--- src/rtl/alu_arbiter_if.sv ---
// Request/response bundle between the two requesters and the ALU arbiter.
// Requesters drive the master side, the arbiter takes the slave side.
interface alu_arbiter_if #(
    parameter int DATA_WIDTH = 8,
    parameter int OP_WIDTH   = 6
);
    logic [1:0]            req_valid;
    logic [1:0]            req_ready;
    logic [DATA_WIDTH-1:0] req_a0;
    logic [DATA_WIDTH-1:0] req_b0;
    logic [DATA_WIDTH-1:0] req_a1;
    logic [DATA_WIDTH-1:0] req_b1;
    logic [OP_WIDTH-1:0]   req_op0;
    logic [OP_WIDTH-1:0]   req_op1;
    logic [1:0]            rsp_valid;
    logic [1:0]            rsp_ready;
    logic [DATA_WIDTH-1:0] rsp_result;
    logic                  rsp_zero;
    logic                  rsp_overflow;

    modport master (
        output req_valid, req_a0, req_b0, req_a1, req_b1, req_op0, req_op1, rsp_ready,
        input  req_ready, rsp_valid, rsp_result, rsp_zero, rsp_overflow
    );

    modport slave (
        input  req_valid, req_a0, req_b0, req_a1, req_b1, req_op0, req_op1, rsp_ready,
        output req_ready, rsp_valid, rsp_result, rsp_zero, rsp_overflow
    );
endinterface

--- src/rtl/alu_arbiter.sv ---
// Round-robin arbiter sharing one combinational ALU between two requesters.
// One operation every three cycles: accept (IDLE), settle (EXEC), hand back (RESP).
module alu_arbiter #(
    parameter int DATA_WIDTH = 8,
    parameter int OP_WIDTH   = 6
) (
    input  logic                  clk,
    input  logic                  reset_n,
    alu_arbiter_if.slave          bus,
    output logic [DATA_WIDTH-1:0] alu_a,
    output logic [DATA_WIDTH-1:0] alu_b,
    output logic [OP_WIDTH-1:0]   alu_op,
    input  logic [DATA_WIDTH-1:0] alu_result,
    input  logic                  alu_zero,
    input  logic                  alu_overflow,
    output logic                  busy,
    output logic                  grant_id,
    output logic [15:0]           op_count
);
    localparam logic [1:0] S_IDLE = 2'd0;
    localparam logic [1:0] S_EXEC = 2'd1;
    localparam logic [1:0] S_RESP = 2'd2;

    logic [1:0]            state;
    logic                  last_grant;
    logic                  win;
    logic                  accept;
    logic [15:0]           op_cnt;
    logic [DATA_WIDTH-1:0] rsp_result_q;
    logic                  rsp_zero_q;
    logic                  rsp_overflow_q;

    // On a tie the requester that was not served last wins.
    always_comb begin
        win = 1'b0;
        if (bus.req_valid == 2'b11)
            win = ~last_grant;
        else
            win = bus.req_valid[1];
    end

    always_comb begin
        bus.req_ready = 2'b00;
        if (reset_n && state == S_IDLE && |bus.req_valid)
            bus.req_ready = win ? 2'b10 : 2'b01;
    end

    assign accept = |(bus.req_valid & bus.req_ready);

    always_ff @(posedge clk or negedge reset_n) begin
        if (!reset_n) begin
            state          <= S_IDLE;
            last_grant     <= 1'b1;
            grant_id       <= 1'b0;
            op_cnt         <= 16'd0;
            alu_a          <= '0;
            alu_b          <= '0;
            alu_op         <= '0;
            rsp_result_q   <= '0;
            rsp_zero_q     <= 1'b0;
            rsp_overflow_q <= 1'b0;
        end else begin
            case (state)
                S_IDLE: begin
                    if (accept) begin
                        alu_a      <= win ? bus.req_a1  : bus.req_a0;
                        alu_b      <= win ? bus.req_b1  : bus.req_b0;
                        alu_op     <= win ? bus.req_op1 : bus.req_op0;
                        grant_id   <= win;
                        last_grant <= win;
                        state      <= S_EXEC;
                    end
                end
                S_EXEC: begin
                    rsp_result_q   <= alu_result;
                    rsp_zero_q     <= alu_zero;
                    rsp_overflow_q <= alu_overflow;
                    state          <= S_RESP;
                end
                S_RESP: begin
                    // Only the granted requester can retire the response.
                    if (bus.rsp_ready[grant_id]) begin
                        op_cnt <= op_cnt + 16'd1;
                        state  <= S_IDLE;
                    end
                end
                default: state <= S_IDLE;
            endcase
        end
    end

    always_comb begin
        bus.rsp_valid = 2'b00;
        if (state == S_RESP)
            bus.rsp_valid = grant_id ? 2'b10 : 2'b01;
    end

    assign bus.rsp_result   = rsp_result_q;
    assign bus.rsp_zero     = rsp_zero_q;
    assign bus.rsp_overflow = rsp_overflow_q;
    assign busy             = (state != S_IDLE);
    assign op_count         = op_cnt;
endmodule

--- src/flat_wrapper.sv ---
// flat-port wrapper written by rule: the top's interface ports become plain ports
module alu_arbiter_flat 
#(
    parameter int DATA_WIDTH = 8,
    parameter int OP_WIDTH   = 6
)
  (clk, reset_n, alu_a, alu_b, alu_op, alu_result, alu_zero, alu_overflow, busy, grant_id, op_count, bus_req_valid, bus_req_a0, bus_req_b0, bus_req_a1, bus_req_b1, bus_req_op0, bus_req_op1, bus_rsp_ready, bus_req_ready, bus_rsp_valid, bus_rsp_result, bus_rsp_zero, bus_rsp_overflow);
  alu_arbiter_if #(.DATA_WIDTH(DATA_WIDTH), .OP_WIDTH(OP_WIDTH)) bus_i ();
  input  logic clk;
  input  logic reset_n;
  output logic [DATA_WIDTH-1:0] alu_a;
  output logic [DATA_WIDTH-1:0] alu_b;
  output logic [OP_WIDTH-1:0] alu_op;
  input  logic [DATA_WIDTH-1:0] alu_result;
  input  logic alu_zero;
  input  logic alu_overflow;
  output logic busy;
  output logic grant_id;
  output logic [15:0] op_count;
  input wire logic [$bits(bus_i.req_valid)-1:0] bus_req_valid;
  input wire logic [$bits(bus_i.req_a0)-1:0] bus_req_a0;
  input wire logic [$bits(bus_i.req_b0)-1:0] bus_req_b0;
  input wire logic [$bits(bus_i.req_a1)-1:0] bus_req_a1;
  input wire logic [$bits(bus_i.req_b1)-1:0] bus_req_b1;
  input wire logic [$bits(bus_i.req_op0)-1:0] bus_req_op0;
  input wire logic [$bits(bus_i.req_op1)-1:0] bus_req_op1;
  input wire logic [$bits(bus_i.rsp_ready)-1:0] bus_rsp_ready;
  output wire logic [$bits(bus_i.req_ready)-1:0] bus_req_ready;
  output wire logic [$bits(bus_i.rsp_valid)-1:0] bus_rsp_valid;
  output wire logic [$bits(bus_i.rsp_result)-1:0] bus_rsp_result;
  output wire logic [$bits(bus_i.rsp_zero)-1:0] bus_rsp_zero;
  output wire logic [$bits(bus_i.rsp_overflow)-1:0] bus_rsp_overflow;
  assign bus_i.req_valid = bus_req_valid;
  assign bus_i.req_a0 = bus_req_a0;
  assign bus_i.req_b0 = bus_req_b0;
  assign bus_i.req_a1 = bus_req_a1;
  assign bus_i.req_b1 = bus_req_b1;
  assign bus_i.req_op0 = bus_req_op0;
  assign bus_i.req_op1 = bus_req_op1;
  assign bus_i.rsp_ready = bus_rsp_ready;
  assign bus_req_ready = bus_i.req_ready;
  assign bus_rsp_valid = bus_i.rsp_valid;
  assign bus_rsp_result = bus_i.rsp_result;
  assign bus_rsp_zero = bus_i.rsp_zero;
  assign bus_rsp_overflow = bus_i.rsp_overflow;
  alu_arbiter #(.DATA_WIDTH(DATA_WIDTH), .OP_WIDTH(OP_WIDTH)) u_core (.clk(clk), .reset_n(reset_n), .bus(bus_i), .alu_a(alu_a), .alu_b(alu_b), .alu_op(alu_op), .alu_result(alu_result), .alu_zero(alu_zero), .alu_overflow(alu_overflow), .busy(busy), .grant_id(grant_id), .op_count(op_count));
endmodule
--- config.mk ---
export PLATFORM = sky130hd
export DESIGN_NAME = alu_arbiter_flat
export DESIGN_NICKNAME = d
export VERILOG_FILES = /design/src/rtl/alu_arbiter_if.sv /design/src/rtl/alu_arbiter.sv /design/src/flat_wrapper.sv
export SDC_FILE = /design/constraint.sdc
export NUM_CORES = 1
export LEC_CHECK = 0
export CAP_MARGIN = 20
export CORE_MARGIN = 5
export CORE_UTILIZATION = 40
export DETAILED_ROUTE_END_ITERATION = 10
export HOLD_SLACK_MARGIN = 0.1
export PLACE_DENSITY = 0.83
export SYNTH_ARGS = -nofsm -noshare
export SYNTH_HDL_FRONTEND = slang
export SYNTH_SLANG_ARGS = --single-unit
export TNS_END_PERCENT = 10
--- constraint.sdc ---
create_clock -name clk -period 1.65 [get_ports clk]
set_input_delay 0.2475 -clock clk [delete_from_list [all_inputs] [get_ports clk]]
set_output_delay 0.2475 -clock clk [all_outputs]
set_load 0.02 [all_outputs]
==> flow_summary.json, run 1 <==
{
  "die_area_mm2": 0.00727,
  "hold_ws_ps": 105,
  "cts_inserted_buffers": 5,
  "multiInputGateArea_um2": 931,
  "rsz0062_at_grt": "yes",
  "start_util_pct": 41.2,
  "wl_per_cell_um": 13.7,
  "drt_wl_total_um": 5440,
  "fill_cells": 452,
  "drv_slew": 0,
  "setup.worst_path.class": "reg -> out",
  "grt_pass1_wl_um": 8630,
  "finalCritPeriodShare_pct": 101,
  "cts_root_buffer": "clkbuf_8",
  "seq_power_share_pct": 35.0,
  "ys.flop_type": "dfrtp_1",
  "setup_ws_ps": -21.5,
  "portBuffers": 113,
  "first_pass_iters": 4,
  "setup_viol": 2,
  "critPathLaunchType": "flop",
  "cap_violations": 0,
  "drtIter0Drc": 63,
  "p_per_area_mw_per_mm2": 1600,
  "avgSynthCellArea_um2": 11.4,
  "required_ps": 1400,
  "fin_skew_ps": 10.9,
  "top_layer": "met4",
  "switchingPower_w": 0.00206,
  "vias_per_cell": 4.74,
  "nets": 384,
  "tightest_slew_ps": 605,
  "path_max_fanout": 4,
  "io_pins": 114,
  "ys_ff_latch": 52,
  "dr_total_vias": 1877,
  "die_w_um": 85.3,
  "syn_inst": 199,
  "syn2layout_area_growth_pct": 63.6,
  "die_y_um": 85.3,
  "finalHoldViolCount": 0,
  "wl_met3_um": 583,
  "clock_sinks": 52,
  "leakage_nw": 1.73,
  "switching_share_pct": 34.7,
  "htree_levels": 2,
  "seq_area_mm2": 0.00130,
  "syn_nets": 260,
  "drive_gt1_share_pct": 13.0,
  "violations": "negative setup slack",
  "clk_path_buf_depth": 2,
  "first_global_vias": 1868,
  "grtUsageTotal_pct": 14.9,
  "status": "complete, but fails checks",
  "yosysUniqueCellTypes": 25,
  "hold_path_class": "in -> async",
  "grt_antenna_before_repair": 0,
  "syn-cell-area_mm2": 0.00227,
  "antennaDiodeCount": 0,
  "drc": 0,
  "wl_met2_um": 2800,
  "slew_headroom_pct": 58.5,
  "cp-end-kind": "output pin",
  "yosys_warnings": 0,
  "clock_latency_ps": 300,
  "cts_tree": "done",
  "rows": 27,
  "path_clk_slew_ps": 100,
  "gp_congestion": 0.745,
  "clock_power_share_pct": 19.6,
  "combPwrFrac_pct": 45.4,
  "synth-edff-count": 0,
  "yosysSeqAreaShare_pct": 57.5,
  "async_flop_share_pct": 100,
  "total_power_w": 0.00593,
  "critPathArrivalTime_ps": 1420,
  "ant_nets": 0,
  "coreArea_mm2": 0.00551,
  "p_int_w": 0.00387,
  "fmax_mhz": 598,
  "period_minus_slack_ps": 1670,
  "dp_hpwl_um": 4260,
  "irDropWorstVdd_v": 0.000764,
  "wl_met1_um": 1980,
  "grt_start_max_net_pins": 53,
  "grt_remaining_overflow": 0
}
## what timing repair did
action	4_1_cts	5_1_grt
setup endpoints to repair	9	19
pin swaps	1	3
resized for setup	22	11
setup buffers	0	1
hold buffers	0	0
## cell usage after synthesis, types with 2 or more instances
cell type / n / area share (%)
nand2b_1: 3 / 0.83
nor2_1: 7 / 1.2
mux2_2: 11 / 5.5
mux2i_1: 23 / 10
inv_1: 4 / 0.66
o21ai_0: 23 / 5.1
dfrtp_1: 51 / 56
a21o_1: 2 / 0.66
nand3_1: 6 / 1.3
nand2_1: 28 / 4.6
and3_1: 2 / 0.55
clkbuf_1: 4 / 0.66
buf_2: 4 / 0.88
xor2_1: 3 / 1.2
nand4_1: 7 / 1.9
xnor2_1: 12 / 4.6
## kinds of logic (layout without fill, tap and decap cells)
family	after synthesis	count (layout)	share of synthesized area [%]
DFF	52	52	57.5
muxes	34	34	15.6
and+or+nand+nor	58	58	12.1
buffers and inverters	12	137	2.21
adders and majority gates	1	1	0.552
xor gates and xnor gates	15	15	5.79
AOI/OAI and AO/OA	27	27	6.29
## layer usage
layer,track usage (%),up-vias
met5,0,-
met4,3.74,0
met3,6.12,8
met2,26.6,72
met1,16.2,868
li1,-,929
## registers in the layout (all words and copies together), names as in the netlist
signal                   flops
u_core.state                 2
u_core.alu_op                6
u_core.bus.rsp_result        8
u_core.alu_a                 8
u_core.op_count             16
u_core.bus.rsp_overflow      1
u_core.grant_id              1
u_core.alu_b                 8
u_core.bus.rsp_zero          1
u_core.last_grant            1
## worst paths after layout
| kind | to | slack [ps] | cells after the start | startpoint |
|---|---|---|---|---|
| max | bus_req_ready[1] | -20 | 4 | u_core.state[0]$_DFFE_PN0P_ |
| min | u_core.op_count[12]$_DFFE_PN0P_ | 100 | 2 | reset_n |
| max reg2reg | u_core.op_count[1]$_DFFE_PN0P_ | 90 | 5 | u_core.state[0]$_DFFE_PN0P_ |
| min reg2reg | u_core.op_count[15]$_DFFE_PN0P_ | 480 | 1 | u_core.op_count[15]$_DFFE_PN0P_ |
| max in group asynchronous | u_core.bus.rsp_result[4]$_DFFE_PN0N_ | 1110 | 2 | reset_n |
| min in group clk | u_core.op_count[15]$_DFFE_PN0P_ | 480 | 1 | u_core.op_count[15]$_DFFE_PN0P_ |
## area by class of cell
cell class / count / area share (%)
clock buffers: 5 / 1.86
well taps: 72 / 2.43
multi-input cells: 135 / 25.1
clock inverters: 3 / 2.43
repair buffers: 125 / 32.7
flip-flops and latches: 52 / 35.1
inverters: 4 / 0.405
## worst max-delay path: stages (launching register included)
cell and delay, ps:
dfrtp_1 390, nor2_2 150, o211ai_1 190, nor2_1 210
buf_4 180
## through the flow
| stage | cells | setup WS [ps] | cell area (um^2) | setup TNS [ps] | util [%] |
|---|---|---|---|---|---|
| global route | 396 | -141 | 3710 | -1310 | 67.3 |
| finish | 396 | -21.5 | 3710 | -25.7 | 67.3 |
| CTS | 395 | -44.5 | 3670 | -44.5 | 66.7 |
| detailed placement | 387 | -394 | 3530 | -3360 | 64.1 |
| floorplan | 199 | 31.8 | 2270 | 0 | - |
| global placement | 387 | -378 | 3530 | -2200 | 64.1 |
## power groups by stage
stage | sequential, W | combinational [W] | clock (W)
global route | 0.00215 | 0.00290 | 0.00125
global placement | 0.00207 | 0.00273 | 0
floorplan | 0.00264 | 0.000772 | 0
CTS | 0.00209 | 0.00273 | 0.00118
finish | 0.00208 | 0.00269 | 0.00116
detailed placement | 0.00210 | 0.00277 | 0
## placed cells by master, fill, tap and decap left out, types with 3 or more instances in the layout
master / instances
buf_2: 3
buf_4: 13
bufinv_16: 3
clkbuf_8: 5
clkdlybuf4s50_1: 98
dfrtp_1: 51
dlygate4sd2_1: 5
dlymetal6s2s_1: 5
inv_1: 4
mux2_2: 11
mux2i_1: 23
nand2_1: 28
nand2b_1: 3
nand3_1: 6
nand4_1: 7
nor2_1: 5
o21ai_0: 23
xnor2_1: 12
xor2_1: 3
Power figures use the tool's default switching activity.
==> inputs of run 2 (changes only) <==
- ABC_AREA: not set -> 1
- CORE_UTILIZATION: 40 -> 41
- GPL_ROUTABILITY_DRIVEN: not set -> 0
- clock period: 1.65 -> 1.7 ns (I/O delays scaled with it)
==> run 2 against run 1 <==
  * The flow now finishes without violations
  * Area after synthesis grew 6.7%
  * Sequential cell count unchanged
  * Utilization fell by 3.4 points
  * Clock-buffer cell count is 1 higher
  * First-iteration DRC count grew 37%
  * Critical path type unchanged
  * Highest routed layer unchanged
==> flow_summary.json, run 2 <==
{
  "clock_sinks": 52,
  "async_flop_share_pct": 100,
  "slew_headroom_pct": 56.5,
  "layout_commonest_cell": "nand2_1",
  "r2r_cells": 7,
  "synthTopCellsByCount": "nand2_1 (117), dfrtp_1 (51), nand3_1 (29)",
  "avgSynthCellArea_um2": 8.58,
  "synthXorXnorAreaFrac_pct": 3.62,
  "nets": 463,
  "grtUsageTotal_pct": 18.0,
  "postCtsHoldBufs": 0,
  "yosysUniqueCellTypes": 21,
  "fill_cells": 510,
  "irDropWorstVdd_v": 0.000722,
  "clk_path_buf_depth": 2,
  "clock_power_share_pct": 13.4,
  "combPwrFrac_pct": 49.3,
  "placed_cells": 470,
  "path_buf_inv": 1,
  "antennaDiodeCount": 0,
  "p_per_area_mw_per_mm2": 1460,
  "wl_per_cell_um": 13.4,
  "hold_path_class": "in -> async",
  "cts_root_buffer": "clkbuf_8",
  "synth_top_area_cell": "dfrtp_1",
  "rows": 28,
  "cpPeakStageDelay_ps": 630,
  "fin_util_pct": 63.9,
  "clock_latency_ps": 300,
  "hold_ws_ps": 76.0,
  "path_clk_slew_ps": 90,
  "setup_viol": 0,
  "yosysSeqAreaShare_pct": 53.9,
  "grt_remaining_overflow": 0,
  "synth-compound-area-share_pct": 0.414,
  "synth_area_leaders": "dfrtp_1 (53%), nand2_1 (18%), nand3_1 (6.0%), mux2_2 (4.7%), xor2_1 (3.6%)",
  "fin_cells": 478,
  "period_minus_slack_ps": 1620,
  "cp-end-kind": "output pin",
  "yosysMostFrequentCell": "nand2_1",
  "timing.rr.end": "u_core.op_count[6]$_DFFE_PN0P_",
  "syn2layout_area_growth_pct": 53.7,
  "dr_total_vias": 2228,
  "syn_inst": 282,
  "seq_power_share_pct": 37.3,
  "dp_hpwl_um": 5010,
  "required_ps": 1440,
  "fmax_mhz": 617,
  "grt_pass1_wl_um": 10800,
  "htree_levels": 2,
  "path_cells": "clkdlybuf4s50_1",
  "grt_antenna_before_repair": 0,
  "io_pins": 114,
  "p_int_w": 0.00334,
  "drv_slew": 0,
  "layout_common_cells": "nand2_1 (117), clkdlybuf4s50_1 (106), dfrtp_1 (51)",
  "critPathArrivalTime_ps": 1370,
  "leakage_nw": 1.76,
  "setup.worst_path.class": "reg -> out",
  "syn_nets": 343,
  "synth-simple-area-share_pct": 31.1,
  "first_global_vias": 2303,
  "die_w_um": 86.8,
  "rsz0062_at_grt": "no",
  "cpLargestDelayFamily": "buffers and inverters",
  "fin_skew_ps": 8.63,
  "cp_slowest_cell": "clkdlybuf4s50_1",
  "finalHoldViolCount": 0,
  "synth.top_cell.area_share_pct": 52.8,
  "switching_share_pct": 38.3,
  "drtIter0Drc": 86,
  "cap_violations": 0,
  "ys.flop_type": "dfrtp_1",
  "start_util_pct": 41.6,
  "ys_ff_latch": 52,
  "switchingPower_w": 0.00207,
  "drive_gt1_share_pct": 9.68,
  "portBuffers": 113,
  "rrSetupSlack_ps": 240,
  "path_max_fanout": 5,
  "cts_inserted_buffers": 5,
  "drt_wl_total_um": 6390,
  "vias_per_cell": 4.66,
  "drc": 0,
  "tightest_slew_ps": 652,
  "cts_tree": "done",
  "yosys_warnings": 0,
  "ant_nets": 0,
  "critPathLaunchType": "flop",
  "synthMuxAreaShare_pct": 4.66,
  "first_pass_iters": 4,
  "finalCritPeriodShare_pct": 95.3,
  "r2r_start": "u_core.op_count[1]$_DFFE_PN0P_",
  "synth_adder_area_share_pct": 0.517,
  "status": "complete, no violations",
  "die_y_um": 86.8,
  "grt_start_max_net_pins": 53,
  "synth-edff-count": 0,
  "largest_register_ffs": 16,
  "die_area_mm2": 0.00754,
  "syn-cell-area_mm2": 0.00242,
  "coreArea_mm2": 0.00582,
  "synth_top_family_by_area": "simple AND/OR/NAND/NOR gates"
}
==> run 2: cells by family after synthesis <==
logic type                 after synthesis
AOI/OAI and AO/OA                        2
xor gates and xnor gates                10
adders and majority gates                1
buffers and inverters                   30
DFF                                     52
muxes                                   10
and+or+nand+nor                        177
==> run 2: repair_timing <==
item | CTS | global route
setup endpoints to repair | 5 | 4
hold endpoints to repair | 0 | 0
setup buffers | 0 | 0
resized for setup | 11 | 6
==> run 2: routing by layer <==
metal	GRT usage [%]	wire length, um	share of wire [%]
met1	22.5	2530	40
met2	30.1	3140	49
met3	5.04	619	9.7
met4	5.52	89	1.4
met5	0	0	0
==> run 2: worst max-delay path by stage <==
stage	start	endpoint	slack (ps)	cells after the start
floorplan	u_core.op_count[1]$_DFFE_PN0P_	u_core.op_count[8]$_DFFE_PN0P_	240	7
global placement	bus_req_valid[1]	bus_req_ready[1]	-340	6
detailed placement	bus_req_valid[1]	bus_req_ready[1]	-350	6
CTS	u_core.op_count[2]$_DFFE_PN0P_	op_count[2]	4	1
global route	u_core.last_grant$_DFFE_PN1P_	bus_req_ready[0]	10	5
finish	u_core.op_count[3]$_DFFE_PN0P_	op_count[3]	80	1
==> run 2: layout make-up <==
cell class,instances,area [um^2],area share (%)
inverters,22,82.6,2.22
clock buffers,6,82.6,2.22
flip-flops and latches,52,1300,35.0
multi-input cells,200,976,26.3
clock inverters,2,10.0,0.269
well taps,75,93.8,2.52
repair buffers,121,1170,31.5
==> run 2: metrics by stage <==
step	instance area [um^2]	TNS (ps)	total power, W	setup slack (ps)
after global routing	3720	0	0.00578	9.87
final	3720	0	0.00541	79.2
after detailed placement	3640	-772	0.00478	-349
after global placement	3640	-644	0.00471	-339
after CTS	3720	0	0.00550	4.05
after floorplan	2420	0	0.00339	237
==> run 2: power by group through the flow <==
stage          combinational, W  sequential, W  clock, W
2_1_floorplan          0.000812        0.00258         0
3_5_place_dp            0.00274        0.00204         0
3_3_place_gp            0.00269        0.00202         0
5_1_grt                 0.00290        0.00209  0.000794
4_1_cts                 0.00273        0.00202  0.000750
6_report                0.00267        0.00202  0.000726
==> inputs of run 3 (changes only) <==
- SLEW_MARGIN: not set -> 20
==> results of run 3 <==
No change in the layout: final DEF, timing and power equal those of run 2.
